<file path="src/rtl/voting_machine_multi.sv">
// N-candidate vote counter: debounced one-hot voting with multi-press rejection,
// saturating per-candidate counters and a sequential winner/tie tally on close.
module voting_machine_multi #(
    parameter  int N_CAND      = 4,
    parameter  int CNT_W       = 16,
    parameter  int HOLD_CYCLES = 1024,
    localparam int IDX_W       = $clog2(N_CAND)
) (
    input  logic                    clk,
    input  logic                    rst,
    input  logic [N_CAND-1:0]       i_vote,
    input  logic                    i_voting_over,
    output logic [N_CAND*CNT_W-1:0] o_counts,
    output logic [CNT_W+IDX_W-1:0]  o_total,
    output logic                    o_ready,
    output logic                    o_rejected,
    output logic                    o_sat,
    output logic [IDX_W-1:0]        o_winner,
    output logic                    o_tie,
    output logic                    o_done
);
    localparam int HOLD_W = $clog2(HOLD_CYCLES + 1);
    localparam logic [CNT_W-1:0]  CNT_MAX   = '1;
    localparam logic [HOLD_W-1:0] HOLD_LAST = HOLD_W'(HOLD_CYCLES - 1);
    localparam logic [IDX_W:0]    SCAN_END  = (IDX_W+1)'(N_CAND);

    typedef enum logic [2:0] {
        S_IDLE,
        S_ARMED,
        S_HOLD,
        S_TALLY,
        S_DONE
    } state_t;

    state_t            state;
    logic [CNT_W-1:0]  cnt [N_CAND];
    logic              prev_any;
    logic [HOLD_W-1:0] hold_cnt;
    logic [IDX_W:0]    scan;
    logic [CNT_W-1:0]  run_max;
    logic [IDX_W-1:0]  run_idx;
    logic              run_tie;

    logic              vote_any;
    logic              vote_onehot;
    logic [CNT_W-1:0]  sel_cnt;
    logic [CNT_W-1:0]  scan_cnt;

    // NOTE: every variable gets a default before the loop so no path leaves it unassigned (no latch).
    always_comb begin
        vote_any    = |i_vote;
        vote_onehot = vote_any && ((i_vote & (i_vote - N_CAND'(1))) == '0);
        sel_cnt     = '0;
        scan_cnt    = '0;
        for (int k = 0; k < N_CAND; k++) begin
            if (i_vote[k])
                sel_cnt = cnt[k];
            if (scan == (IDX_W+1)'(k))
                scan_cnt = cnt[k];
        end
    end

    always_comb begin
        o_counts = '0;
        for (int k = 0; k < N_CAND; k++)
            o_counts[k*CNT_W +: CNT_W] = cnt[k];
    end

    always_ff @(posedge clk) begin
        if (rst) begin
            state      <= S_IDLE;
            prev_any   <= 1'b0;
            hold_cnt   <= '0;
            scan       <= '0;
            run_max    <= '0;
            run_idx    <= '0;
            run_tie    <= 1'b0;
            o_total    <= '0;
            o_ready    <= 1'b0;
            o_rejected <= 1'b0;
            o_sat      <= 1'b0;
            o_winner   <= '0;
            o_tie      <= 1'b0;
            o_done     <= 1'b0;
            // NOTE: the counter array is architectural state, so it is cleared on reset like any flop.
            for (int k = 0; k < N_CAND; k++)
                cnt[k] <= '0;
        end else begin
            prev_any   <= vote_any;
            o_rejected <= 1'b0;

            // Closing takes priority over any vote presented in the same cycle.
            if (i_voting_over && (state == S_IDLE || state == S_ARMED || state == S_HOLD)) begin
                state   <= S_TALLY;
                scan    <= '0;
                o_ready <= 1'b0;
            end else begin
                case (state)
                    S_IDLE: begin
                        state   <= S_ARMED;
                        o_ready <= 1'b1;
                    end

                    S_ARMED: begin
                        if (!prev_any && vote_any) begin
                            if (vote_onehot) begin
                                if (sel_cnt == CNT_MAX) begin
                                    o_sat <= 1'b1;
                                end else begin
                                    for (int k = 0; k < N_CAND; k++)
                                        if (i_vote[k])
                                            cnt[k] <= sel_cnt + CNT_W'(1);
                                    o_total <= o_total + (CNT_W+IDX_W)'(1);
                                end
                            end else begin
                                o_rejected <= 1'b1;
                            end
                            state    <= S_HOLD;
                            hold_cnt <= '0;
                            o_ready  <= 1'b0;
                        end
                    end

                    S_HOLD: begin
                        if (vote_any) begin
                            hold_cnt <= '0;
                        end else if (hold_cnt == HOLD_LAST) begin
                            state   <= S_ARMED;
                            o_ready <= 1'b1;
                        end else begin
                            hold_cnt <= hold_cnt + HOLD_W'(1);
                        end
                    end

                    S_TALLY: begin
                        if (scan == SCAN_END) begin
                            o_winner <= run_idx;
                            o_tie    <= run_tie;
                            o_done   <= 1'b1;
                            state    <= S_DONE;
                        end else begin
                            // Strict compare keeps the lowest index among equal maxima.
                            if (scan == '0) begin
                                run_max <= scan_cnt;
                                run_idx <= '0;
                                run_tie <= 1'b0;
                            end else if (scan_cnt > run_max) begin
                                run_max <= scan_cnt;
                                run_idx <= scan[IDX_W-1:0];
                                run_tie <= 1'b0;
                            end else if (scan_cnt == run_max) begin
                                run_tie <= 1'b1;
                            end
                            scan <= scan + (IDX_W+1)'(1);
                        end
                    end

                    S_DONE: ;

                    default: state <= S_IDLE;
                endcase
            end
        end
    end

endmodule

</file>
<file path="config.mk">
export PLATFORM = sky130hd
export DESIGN_NAME = voting_machine_multi
export DESIGN_NICKNAME = d
export VERILOG_FILES = /design/src/rtl/voting_machine_multi.sv
export SDC_FILE = /design/constraint.sdc
export NUM_CORES = 1
export LEC_CHECK = 0
export BUFFER_PORTS_ARGS = -buffer_cell sky130_fd_sc_hd__buf_2
export CAP_MARGIN = 10
export CORE_MARGIN = 1
export CORE_UTILIZATION = 58
export DETAILED_ROUTE_END_ITERATION = 12
export GPL_ROUTABILITY_DRIVEN = 0
export PLACE_DENSITY = 0.81
export SYNTH_ARGS = -nofsm -noshare
export SYNTH_HDL_FRONTEND = slang
export SYNTH_SLANG_ARGS = --single-unit
</file>
<file path="constraint.sdc">
create_clock -name clk -period 4.9 [get_ports clk]
set_input_delay 0 -clock clk [delete_from_list [all_inputs] [get_ports clk]]
set_output_delay 0 -clock clk [all_outputs]
set_load 0.02 [all_outputs]
</file>
Yosys cells after proc, flatten, opt, wreduce, memory -nomap -nowiden
Memory sizes are Yosys's and may differ from the RTL's.
Cells that the tools add are included.
{ "word_totals": {"out_inout_bits": 89, "latchBits": 0, "ff_bits": 62, "in_bits": 7, "wordCells": 148, "ramBits": 64, "rom_bits": 0, "n_memories": 1} }
{ "op_classes": {"n_addsub": 5, "mux": 68, "n_bitwise": 11, "multipliers": 0, "n_shift": 0, "n_lt_le_gt_ge": 1, "reduce_logical": 26, "eq_ne": 21, "n_div": 0} }
{ "memory_table": {"columns": ["name", "depth", "width", "rd", "rd_clocked_by_memory_dff", "write_ports", "line", "source"], "rows": [
  ["cnt", 4, 16, 4, 0, 4, "36", "logic [CNT_W-1:0] cnt [N_CAND];"]
]} }
{ "ops": {"columns": ["cell", "n"], "rows": [
  ["16-bit 2-to-1 mux", 14],
  ["1-bit 2-to-1 mux", 41],
  ["11-bit 2-to-1 mux", 3],
  ["11-bit one-hot mux with 2 select lines", 1],
  ["5-bit AND reduction", 4],
  ["18-bit by 1-bit adder with 18-bit output, second input constant", 1],
  ["16-bit by 1-bit adder with 16-bit output, second input constant", 1],
  ["16-bit equality test", 1],
  ["16-bit equality test, second input constant", 1],
  ["16-bit > comparator", 1],
  ["4-bit AND reduction", 4],
  ["3-bit one-hot mux with 5 select lines", 1],
  ["3-bit by 2-bit equality test with 1-bit output, second input constant", 4],
  ["3-bit 2-to-1 mux", 4],
  ["11-bit by 1-bit adder with 11-bit output, second input constant", 1],
  ["11-bit by 10-bit equality test with 1-bit output, second input constant", 1],
  ["4-bit OR reduction", 2],
  ["3-bit by 1-bit equality test with 1-bit output, second input constant", 2],
  ["3-bit equality test, second input constant", 2],
  ["3-bit logical NOT", 2],
  ["2-bit 2-to-1 mux", 3],
  ["2-bit inequality test, second input constant", 3],
  ["3-bit by 1-bit inequality test with 1-bit output, second input constant", 2],
  ["3-bit inequality test, second input constant", 2],
  ["17 further kinds", 31]
]} }

Longest topological paths before layout
Gate-level depths: netlist of the first run.
An unclocked memory read counts as a cell.
{ "logic_depth": {"ltp_word": 14, "mapped_depth": 17, "mapped_depth_nobuf": 14} }

Least setup slack after synthesis of the first run
No wires, ideal clock.
{ "synth_path": {"path_kind": "register -> register", "startpoint": "memory cnt[2][0]", "endpoint": "memory cnt[3][0], enable pin", "required_ps": 4486, "synth_period_minus_slack_ps": 3949, "setup_ps": 414, "path_slack_ps": 951, "t_arrival_ps": 3535, "path_buffers": 3, "path_stages_with_launch": 12, "path_cell_list": "edfxtp_1 or3b_2 o21ai_0 a21oi_1 ha_1 or4b_4 or2_0 buf_2 nor4_4 buf_6 buf_4 o31ai_1"} }
{ "synth_rtl": {"columns": ["element", "line"], "rows": [
  ["start: declaration", "36"]
]} }

Worst setup path in the final report of the first run
{ "layout_path": {"startpoint": "register scan[0]", "endpoint": "register run_max[0]"} }
{ "layout_between": {"elab_chain_len": 8, "elab_cells_between_ends": 15, "classes_between": "order compare: 1; eq/ne: 4; mux: 6; bitwise: 1; reduce/logical: 3"} }
{ "layout_rtl": {"columns": ["element", "line", "source"], "rows": [
  ["start: declaration", "39", "logic [IDX_W:0] scan;"],
  ["start signal: assignment", "154", "scan <= scan + (IDX_W+1)'(1);"],
  ["3-bit logical NOT", "58", "if (scan == (IDX_W+1)'(k))"],
  ["16-bit 2-to-1 mux (3 in a row)", "58", null],
  ["16-bit 2-to-1 mux *", "58", null],
  ["net scan_cnt[12]", "47", "logic [CNT_W-1:0] scan_cnt;"],
  ["16-bit > comparator *", "147", "end else if (scan_cnt > run_max) begin"],
  ["2-bit nonzero test (no source line) *", null, null],
  ["4-bit AND reduction (no source line) *", null, null],
  ["end signal: assignment", "144", "run_max <= scan_cnt;"],
  ["end signal: assignment", "148", "run_max <= scan_cnt;"],
  ["end: declaration", "40", "logic [CNT_W-1:0] run_max;"]
]} }
Mark *: on every way through the listed nets, which the timed path passes. The rest lies on a longest branch. The select of a mux whose other input is x is not followed.
A chain may end at the register's enable or synchronous reset.

==> flow_summary.toml, run 1 <==
[status]
status = "finished, final reports clean"

[floorplan]
dieHeight_um = 109.2
row_count = 38
die-area_mm2 = 0.01193
core-area_mm2 = 0.01103
die_w_um = 109.2
io_pins = 96
initial_core_util = 0.6046

[critical_path]
arrival_ns = 4.76
setup.worst_path.start_class = "register"
crit_chain = "inv_1 -> ha_1 -> nor3b_2 -> a221o_1 -> o21ai_0 -> o21ai_0 -> ha_1 -> nand4_1 -> nor3_1 -> nand4_1 -> o211ai_1 -> buf_4 -> nor3_1 -> a31o_2"
timing.rr.start = "scan[0]"
r2r-end = "run_max[0]"
required_ns = 5.21
cp_slowest_cell = "nor3b_2"
worstPathMaxFanout = 20
r2r_cells = 14
critPathMaxStageDelay_ns = 1.04
critPathKind = "register to register"
rrSetupSlack_ns = 0.45
worstSetupEndpointType = "register"

[sta]
fmax_mhz = 224.7
worst_slew_pin_slew_ns = 1.254
skew_ns = 0.006569
drv_slew = 0
slew_headroom = 0.1602
fin_crit_sh = 0.9083
min_period_ns = 4.450
rsz0062_at_grt = "false"
fin_setup_tns_ns = 0
setup_viol = 0
hold_violations = 0

[layout]
drive_gt1_frac = 0.1929
layout_common_cells = "nor2_1 (134), buf_2 (95), edfxtp_1 (64), dfxtp_1 (62)"
final_common_cell = "nor2_1"
fin_nets = 832
diodes = 0
stdcell_area_mm2 = 0.007796
syn2layout_area_growth_pct = 16.90

[global_routing]
grt_pass1_vias = 5829
grt_max_degree = 56
grt_pass1_wl_mm = 28.87
grt_overflow = 0
antenna_found_initial = 0
track_usage = 0.3225

[synthesis]
synthDistinctLibCells = 60
synth_cells = 720
ys_seq_area_frac = 0.4743
ys.flop_type = "edfxtp_1"
yosys_warnings = 0
synth_area_leaders = "edfxtp_1 (29%), dfxtp_1 (19%), nor2_1 (7.5%)"
syn_avg_cell_area_um2 = 9.262
synth_edf_count = 64
synth_nets = 751
yosysTopAreaCellShare = 0.2882
synth_top_cell_by_area = "edfxtp_1"
syn_area_mm2 = 0.006669
ys_seq_elements = 126
synthArstFlopShare = 0

[clock_network]
post_cts_buffers = 0
cts.repair.resized = 0
htreeDepth = 4
cts_tree = "built"
cts_hold_buf = 0
clk_latency_ns = 0.42
cts_root_buffer = "clkbuf_16"
clk_pin_slew_ns = 0.05
numCtsBuffers = 17
cts.sinks = 126
cts_buffer_depth = 2

[pwr]
swShare = 0.2646
powerDensity_mw_per_mm2 = 349.8
peakVddDrop_uv = 329.0
leakagePower_uw = 0.003019
clockPowerShare = 0.441
p_seq_frac = 0.433
p_int_uw = 2006
power_frac_comb = 0.126
p_sw_uw = 721.7

[hold_path]
min_path_type = "input pin to register"
holdPathEnd = "state[2]"
min_from = "i_voting_over"
whs_path_depth = 3

[placed_design]
io_buffers = 95
hpwl_mm = 12.55
dpl-instance-area_mm2 = 0.007208

[detailed_routing]
viasPerCell = 6.491
first_pass_iters = 6
vias = 6192
drc = 0
ant_nets = 0
drt_iter0_markers = 909
routed_wl_mm = 18.65
wire_per_inst_um = 19.55

[flow_run]
maxCapViolCount = 0
[cells in the mapped netlist (12+ instances only)]
master and n:
a211oi_1 15, a21oi_1 36, a221o_1 17, a221oi_1 12, clkbuf_1 24, dfxtp_1 62
edfxtp_1 64, ha_1 24, inv_1 29, nand2_1 45, nand3_1 20, nor2_1 134
nor3_1 14, o21ai_0 45, o31ai_1 15, or4_1 14, xnor2_1 14
[power groups by stage]
stage                     clock, µW  sequential (µW)  combinational (µW)
after floorplan                   0             1220                 218
after global placement            0             1200                 319
after detailed placement          0             1200                 333
after CTS                      1210             1180                 336
after global routing           1260             1180                 373
final                          1200             1180                 343
[cells by family (layout without fill, tap and decap cells)]
| group | after synthesis | in the layout | synth area share |
|---|---|---|---|
| and+or+nand+nor | 283 | 283 | 0.2056 |
| AOI/OAI and AO/OA | 179 | 179 | 0.1805 |
| buffers and inverters | 75 | 169 | 0.04822 |
| DFF | 126 | 126 | 0.4743 |
| adders and majority gates | 24 | 24 | 0.04503 |
| xor gates and xnor gates | 21 | 21 | 0.02758 |
| muxes | 12 | 12 | 0.01876 |
[critical path: cells and delay by family (launching register included)]
family	cells	cell delay, ns
DFF	1	0.35
and+or+nand+nor	5	1.79
buffers and inverters	2	0.39
AOI/OAI and AO/OA	5	1.28
adders and majority gates	2	0.51
[layer usage]
metal | track usage | wire (µm) | vias to the layer above
met5 | 0 | 0 | -
met1 | 0.4046 | 7346 | 2944
li1 | - | - | 2823
met3 | 0.08787 | 1787 | 51
met2 | 0.5252 | 9089 | 374
met4 | 0.1324 | 427 | 0
[metrics by stage]
stage	hold slack, ns	util	power [µW]	setup WS, ns	instances
after floorplan	0.1976	-	1434	0.9506	720
after global placement	0.4203	0.6535	1518	0.8187	921
after detailed placement	0.4257	0.6535	1534	0.6238	921
after CTS	0.03262	0.7058	2722	0.6086	953
after global routing	0.07262	0.7068	2813	0.2249	954
final	0.04658	0.7068	2727	0.4495	954
[flip-flops by register name, summed over array words and instances, names as in the netlist]
| name | count |
|---|---|
| run_max | 16 |
| o_done | 1 |
| o_ready | 1 |
| scan | 3 |
| hold_cnt | 11 |
| run_tie | 1 |
| o_sat | 1 |
| run_idx | 2 |
| o_total | 18 |
| o_winner | 2 |
| o_tie | 1 |
| o_rejected | 1 |
| cnt | 64 |
| prev_any | 1 |
| state | 3 |
[worst max path at each step]
stage,endpoint,slack (ns),cells after the start,from
floorplan,cnt[3][0],0.95,11,cnt[2][0]
global placement,run_max[0],0.82,15,scan[0]
detailed placement,run_max[0],0.62,14,scan[0]
CTS,run_max[0],0.61,14,scan[0]
global route,run_max[14],0.22,14,scan[0]
finish,run_max[0],0.45,14,scan[0]
[final cells by class]
class                   count  area (µm²)
inverters                  30       112.6
clock inverters             9       56.30
well taps                 140       175.2
flip-flops and latches    126        3163
fillers                   819        3234
clock buffers              23       520.5
repair buffers            107       569.3
multi-input cells         519        3199
No activity file was read; power rests on OpenSTA's default activity.
==> inputs of run 2 (changes only) <==
--- a/config.mk
+++ b/config.mk
@@ -7,6 +7,7 @@
 export LEC_CHECK = 0
 export BUFFER_PORTS_ARGS = -buffer_cell sky130_fd_sc_hd__buf_2
 export CAP_MARGIN = 10
+export CORE_ASPECT_RATIO = 1.1
 export CORE_MARGIN = 1
 export CORE_UTILIZATION = 58
 export DETAILED_ROUTE_END_ITERATION = 12
==> flow_summary.toml, run 2 (synthesis gave the netlist of run 1 again) <==
[critical_path]
required_ns = 5.18
startpoint = "scan[0]"
setup.worst_path.start_class = "register"
critPathKind = "register to register"
arrival_ns = 4.61
worstPathMaxFanout = 21
r2r_cells = 15
timing.rr.start = "scan[0]"
worstSetupEndpointType = "register"

[clock_network]
clk_latency_ns = 0.43
clk_pin_slew_ns = 0.06
cts_buffer_depth = 2
cts_hold_buf = 0
htreeDepth = 4
cts.repair.resized = 0
numCtsBuffers = 17
cts_root_buffer = "clkbuf_16"
cts.sinks = 126
post_cts_buffers = 0
cts_tree = "built"

[detailed_routing]
first_pass_iters = 6
viasPerCell = 6.460
routed_wl_mm = 18.94
drt_iter0_markers = 575
wire_per_inst_um = 19.69
ant_nets = 0
vias = 6215
drc = 0

[layout]
fin_nets = 833
syn2layout_area_growth_pct = 17.35
reg_top3 = "cnt x64, o_total x18, run_max x16"
final_common_cell = "nor2_1"
stdcell_area_mm2 = 0.007826
layout_common_cells = "nor2_1 (134), buf_2 (95), edfxtp_1 (64), dfxtp_1 (62)"
regMostFlops = "cnt"
drive_gt1_frac = 0.1926
largest_register_ffs = 64
fin_util = 0.7076
diodes = 0

[hold_path]
min_from = "i_voting_over"
whs_path_depth = 4
min_path_type = "input pin to register"

[pwr]
peakVddDrop_uv = 251.9
leakagePower_uw = 0.003024
powerDensity_mw_per_mm2 = 357.4

[placed_design]
dp_slack_ns = 0.6753
dpl-instance-area_mm2 = 0.007232
io_buffers = 95
hpwl_mm = 12.43

[sta]
rsz0062_at_grt = "false"
drv_slew = 0
slew_headroom = 0.2064
timing.hold.ws_ns = 0.04956
fin_setup_tns_ns = 0
min_period_ns = 4.328
setup_viol = 0
skew_ns = 0.01162
hold_violations = 0
fmax_mhz = 231.1
setup_slack_ns = 0.5721
fin_crit_sh = 0.8832
worst_slew_pin_slew_ns = 1.185

[global_routing]
grt_max_degree = 56
grt_pass1_vias = 6088
antenna_found_initial = 0
grt_overflow = 0
track_usage = 0.3236
grt_pass1_wl_mm = 29.90

[floorplan]
initial_core_util = 0.6029
dieHeight_um = 114.5
row_count = 40
die-area_mm2 = 0.01193
core-area_mm2 = 0.01106
die_w_um = 104.2
io_pins = 96

[flow_run]
maxCapViolCount = 0

[status]
status = "finished, final reports clean"
## run 2: final cells by class
| class | instances | area [µm²] |
|---|---|---|
| clock inverters | 15 | 168.9 |
| flip-flops and latches | 126 | 3163 |
| clock buffers | 17 | 425.4 |
| fillers | 822 | 3234 |
| multi-input cells | 519 | 3199 |
| well taps | 147 | 183.9 |
| inverters | 30 | 112.6 |
| repair buffers | 108 | 573.1 |
## run 2: path summary, 6_finish.rpt
path                                    to  slack [ns]
worst min-delay path              state[1]        0.05
worst max-delay path            run_idx[1]        0.57
worst min register to register     o_ready        0.46
worst max register to register  run_idx[1]        0.57
## run 2: worst max-delay path: stages (launching register included)
cell and delay, ns:
dfxtp_1 0.35, inv_1 0.11, ha_1 0.31, nor3b_2 0.99
a221o_1 0.29, o21ai_0 0.07, o21ai_0 0.30, ha_1 0.32
a21o_1 0.18, a21oi_1 0.14, o221ai_1 0.13, a221o_1 0.28
o211ai_1 0.12, buf_4 0.28, mux2i_1 0.23, nor2_1 0.07
## run 2: where the power goes
group / internal [µW] / switching (µW) / total [µW]
sequential: 1150 / 35.4 / 1180
clock: 795 / 478 / 1270
combinational: 117 / 226 / 342
total: 2060 / 739 / 2800
## run 2: per-layer routing
metal	wire length, µm	up-vias	GRT usage
met2	9040	397	0.5249
li1	-	2820	-
met1	7344	2913	0.3929
met5	0	-	0
met4	826	0	0.2067
met3	1730	85	0.07228
## run 2: metrics by stage
| stage | cells | power, µW |
|---|---|---|
| after global routing | 962 | 2884 |
| final | 962 | 2797 |
| after global placement | 930 | 1518 |
| after CTS | 962 | 2798 |
| after detailed placement | 930 | 1532 |
| after floorplan | 720 | 1434 |
==> inputs of run 3 (changes only) <==
--- a/config.mk
+++ b/config.mk
@@ -5,11 +5,12 @@
 export SDC_FILE = /design/constraint.sdc
 export NUM_CORES = 1
 export LEC_CHECK = 0
+export ABC_AREA = 1
 export BUFFER_PORTS_ARGS = -buffer_cell sky130_fd_sc_hd__buf_2
 export CAP_MARGIN = 10
 export CORE_ASPECT_RATIO = 1.1
 export CORE_MARGIN = 1
-export CORE_UTILIZATION = 58
+export CORE_UTILIZATION = 59
 export DETAILED_ROUTE_END_ITERATION = 12
 export GPL_ROUTABILITY_DRIVEN = 0
 export PLACE_DENSITY = 0.81
==> flow_summary.toml, run 3 <==
[pwr]
leakagePower_uw = 0.003811
peakVddDrop_uv = 221.7
powerDensity_mw_per_mm2 = 358.4

[synthesis]
synth_area_leaders = "edfxtp_1 (26%), dfxtp_1 (17%), nand2_1 (13%)"
ys.flop_type = "edfxtp_1"
ys_seq_elements = 126
synthDistinctLibCells = 43
synth_top_cell_by_area = "edfxtp_1"
yosys.cell_count.top_type = "nand2_1"
yosysTopAreaCellShare = 0.2600
synthSimpleGateAreaFrac = 0.3286
syn_area_mm2 = 0.007391
syn_avg_cell_area_um2 = 7.596
ys_seq_area_frac = 0.4280
synth_fa_ha_area_frac = 0.04063
synth_cells = 973
synth_nets = 1004
yosys_warnings = 0
synth_compound_area_frac = 0.09328
synth_xor_area_frac = 0.03318
synth_edf_count = 64
synthMuxAreaShare = 0
synthArstFlopShare = 0
synth_top_family_by_area = "simple AND/OR/NAND/NOR gates"
synth_common_cells = "nand2_1 (250), nor2_1 (180), inv_1 (72), edfxtp_1 (64), dfxtp_1 (62)"

[clock_network]
cts_root_buffer = "clkbuf_16"
cts_buffer_depth = 2
clk_latency_ns = 0.43
clk_pin_slew_ns = 0.06
post_cts_buffers = 0
numCtsBuffers = 17
cts_tree = "built"
cts.sinks = 126
htreeDepth = 4

[critical_path]
critPathKind = "register to register"
worstSetupEndpointType = "register"
required_ns = 5.22
timing.rr.start = "scan[0]"
setup.worst_path.start_class = "register"
worstPathMaxFanout = 30
arrival_ns = 4.31
r2r_cells = 18
rrSetupSlack_ns = 0.91
r2r-end = "run_max[9]"

[detailed_routing]
routed_wl_mm = 20.35
wire_per_inst_um = 16.60
vias = 6956
drc = 0
first_pass_iters = 5
ant_nets = 0
viasPerCell = 5.674
drt_iter0_markers = 587

[floorplan]
io_pins = 96
die-area_mm2 = 0.01298
die_w_um = 108.7
dieHeight_um = 119.4
initial_core_util = 0.6088
core-area_mm2 = 0.01214
row_count = 42

[layout]
multiInputGateArea_mm2 = 0.003664
fin_nets = 1090
layout_common_cells = "nand2_1 (250), nor2_1 (180), buf_2 (95), inv_1 (72), edfxtp_1 (64)"
reg_top3 = "cnt x64, o_total x18, run_max x16"
largest_register_ffs = 64
final_common_cell = "nand2_1"
diodes = 0
syn2layout_area_growth_pct = 14.12
fin_cells = 1226
ff_latch_area_mm2 = 0.003163
regMostFlops = "cnt"
fillerInstances = 970
drive_gt1_frac = 0.1726

[hold_path]
whs_path_depth = 2
holdPathEnd = "o_done"
min_path_type = "input pin to register"
min_from = "rst"

[sta]
drv_slew = 0
fin_setup_tns_ns = 0
fin_crit_sh = 0.8151
setup_viol = 0
rsz0062_at_grt = "false"
hold_violations = 0
skew_ns = 0.007468
slew_headroom = 0.2899
worst_slew_pin_slew_ns = 1.063
fmax_mhz = 250.4
setup_slack_ns = 0.9059
min_period_ns = 3.994

[placed_design]
dp_slack_ns = 1.062
io_buffers = 95
hpwl_mm = 13.93
dp_cells = 1193

[global_routing]
grt_max_degree = 38
antenna_found_initial = 0
grt_pass1_wl_mm = 32.60
track_usage = 0.3333
grt_pass1_vias = 6540
grt_overflow = 0

[flow_run]
maxCapViolCount = 0

[status]
status = "finished, final reports clean"
==> run 3: cell types whose count changed after synthesis, sizes merged, moves of 12 or more <==
| cell | before | now |
|---|---|---|
| xor2 | 7 | 19 |
| clkbuf | 24 | 12 |
| a21oi | 36 | 67 |
| inv | 29 | 83 |
| nand3 | 20 | 59 |
| a221oi | 12 | 0 |
| nor2 | 134 | 194 |
| nand2 | 45 | 264 |
| or4 | 15 | 0 |
| o31ai | 15 | 0 |
| a211oi | 15 | 2 |
| a221o | 17 | 0 |
==> run 3: timing repair <==
| item | CTS | global route |
|---|---|---|
| gates resized for setup | 0 | 0 |
| hold endpoints to repair | 1 | 0 |
| setup endpoints to repair | 0 | 0 |
| hold buffers | 1 | 0 |
==> run 3: cell type report <==
cell class / count / area share
Multi-Input combinational cell: 727 / 0.4344
Sequential cell: 126 / 0.3750
Timing Repair Buffer: 102 / 0.06290
Clock buffer: 19 / 0.05133
Inverter: 85 / 0.03887
Tap cell: 154 / 0.02285
Clock inverter: 13 / 0.01469
==> run 3: cell families (layout without fill, tap and decap cells) <==
family          after synthesis  after routing
compound gates              125            125
xor+xnor                     28             28
fa+ha+maj                    24             24
buf+inv                     120            219
flops                       126            126
simple gates                550            550
==> run 3: worst max path at each step <==
stage / start / to / slack, ns
finish: scan[0] / run_max[9] / 0.91
global route: scan[0] / run_max[6] / 0.70
CTS: scan[0] / run_max[9] / 1.03
detailed placement: scan[0] / run_max[6] / 1.06
global placement: scan[0] / run_max[7] / 1.10
floorplan: cnt[1][0] / cnt[0][0] / 1.73
==> run 3: through the flow <==
stage	area (µm²)	power [µW]	utilization	hold slack, ns
3_5_place_dp	7868	1824	0.6481	0.4151
6_report	8434	3023	0.6948	0.01190
5_1_grt	8434	3159	0.6948	0.02769
2_1_floorplan	7391	1678	-	0.1844
3_3_place_gp	7868	1810	0.6481	0.4143
4_1_cts	8434	3014	0.6948	0.0003553
==> run 3: per-layer routing <==
layer | share of wire | global-route usage | up-vias | wire [µm]
met1 | 0.40 | 0.4106 | 3183 | 8113
li1 | - | - | 3330 | -
met4 | 0.039 | 0.1731 | 0 | 797
met3 | 0.082 | 0.07827 | 68 | 1679
met5 | 0 | 0 | - | 0
met2 | 0.48 | 0.5380 | 375 | 9760
==> run 3: power breakdown <==
| group | switching (µW) | internal (µW) |
|---|---|---|
| Sequential | 43.9 | 1170 |
| Combinational | 420 | 190 |
| Clock | 462 | 738 |
| Total | 926 | 2100 |
==> run 3: critical path, cell delays in order, from the launching register on <==
cell and delay [ns]:
dfxtp_1 0.39, ha_1 0.17, ha_1 0.68, inv_1 0.56, o21ai_0 0.20, o21ai_0 0.22, ha_1 0.34, nand2_1 0.08
nor2_1 0.15, nand4_1 0.09, inv_1 0.09, nand3_1 0.11, nand2_1 0.09, nand2_1 0.06, nand2_1 0.11, buf_4 0.32
nand2_1 0.09, nand2_1 0.07, nor2_1 0.05
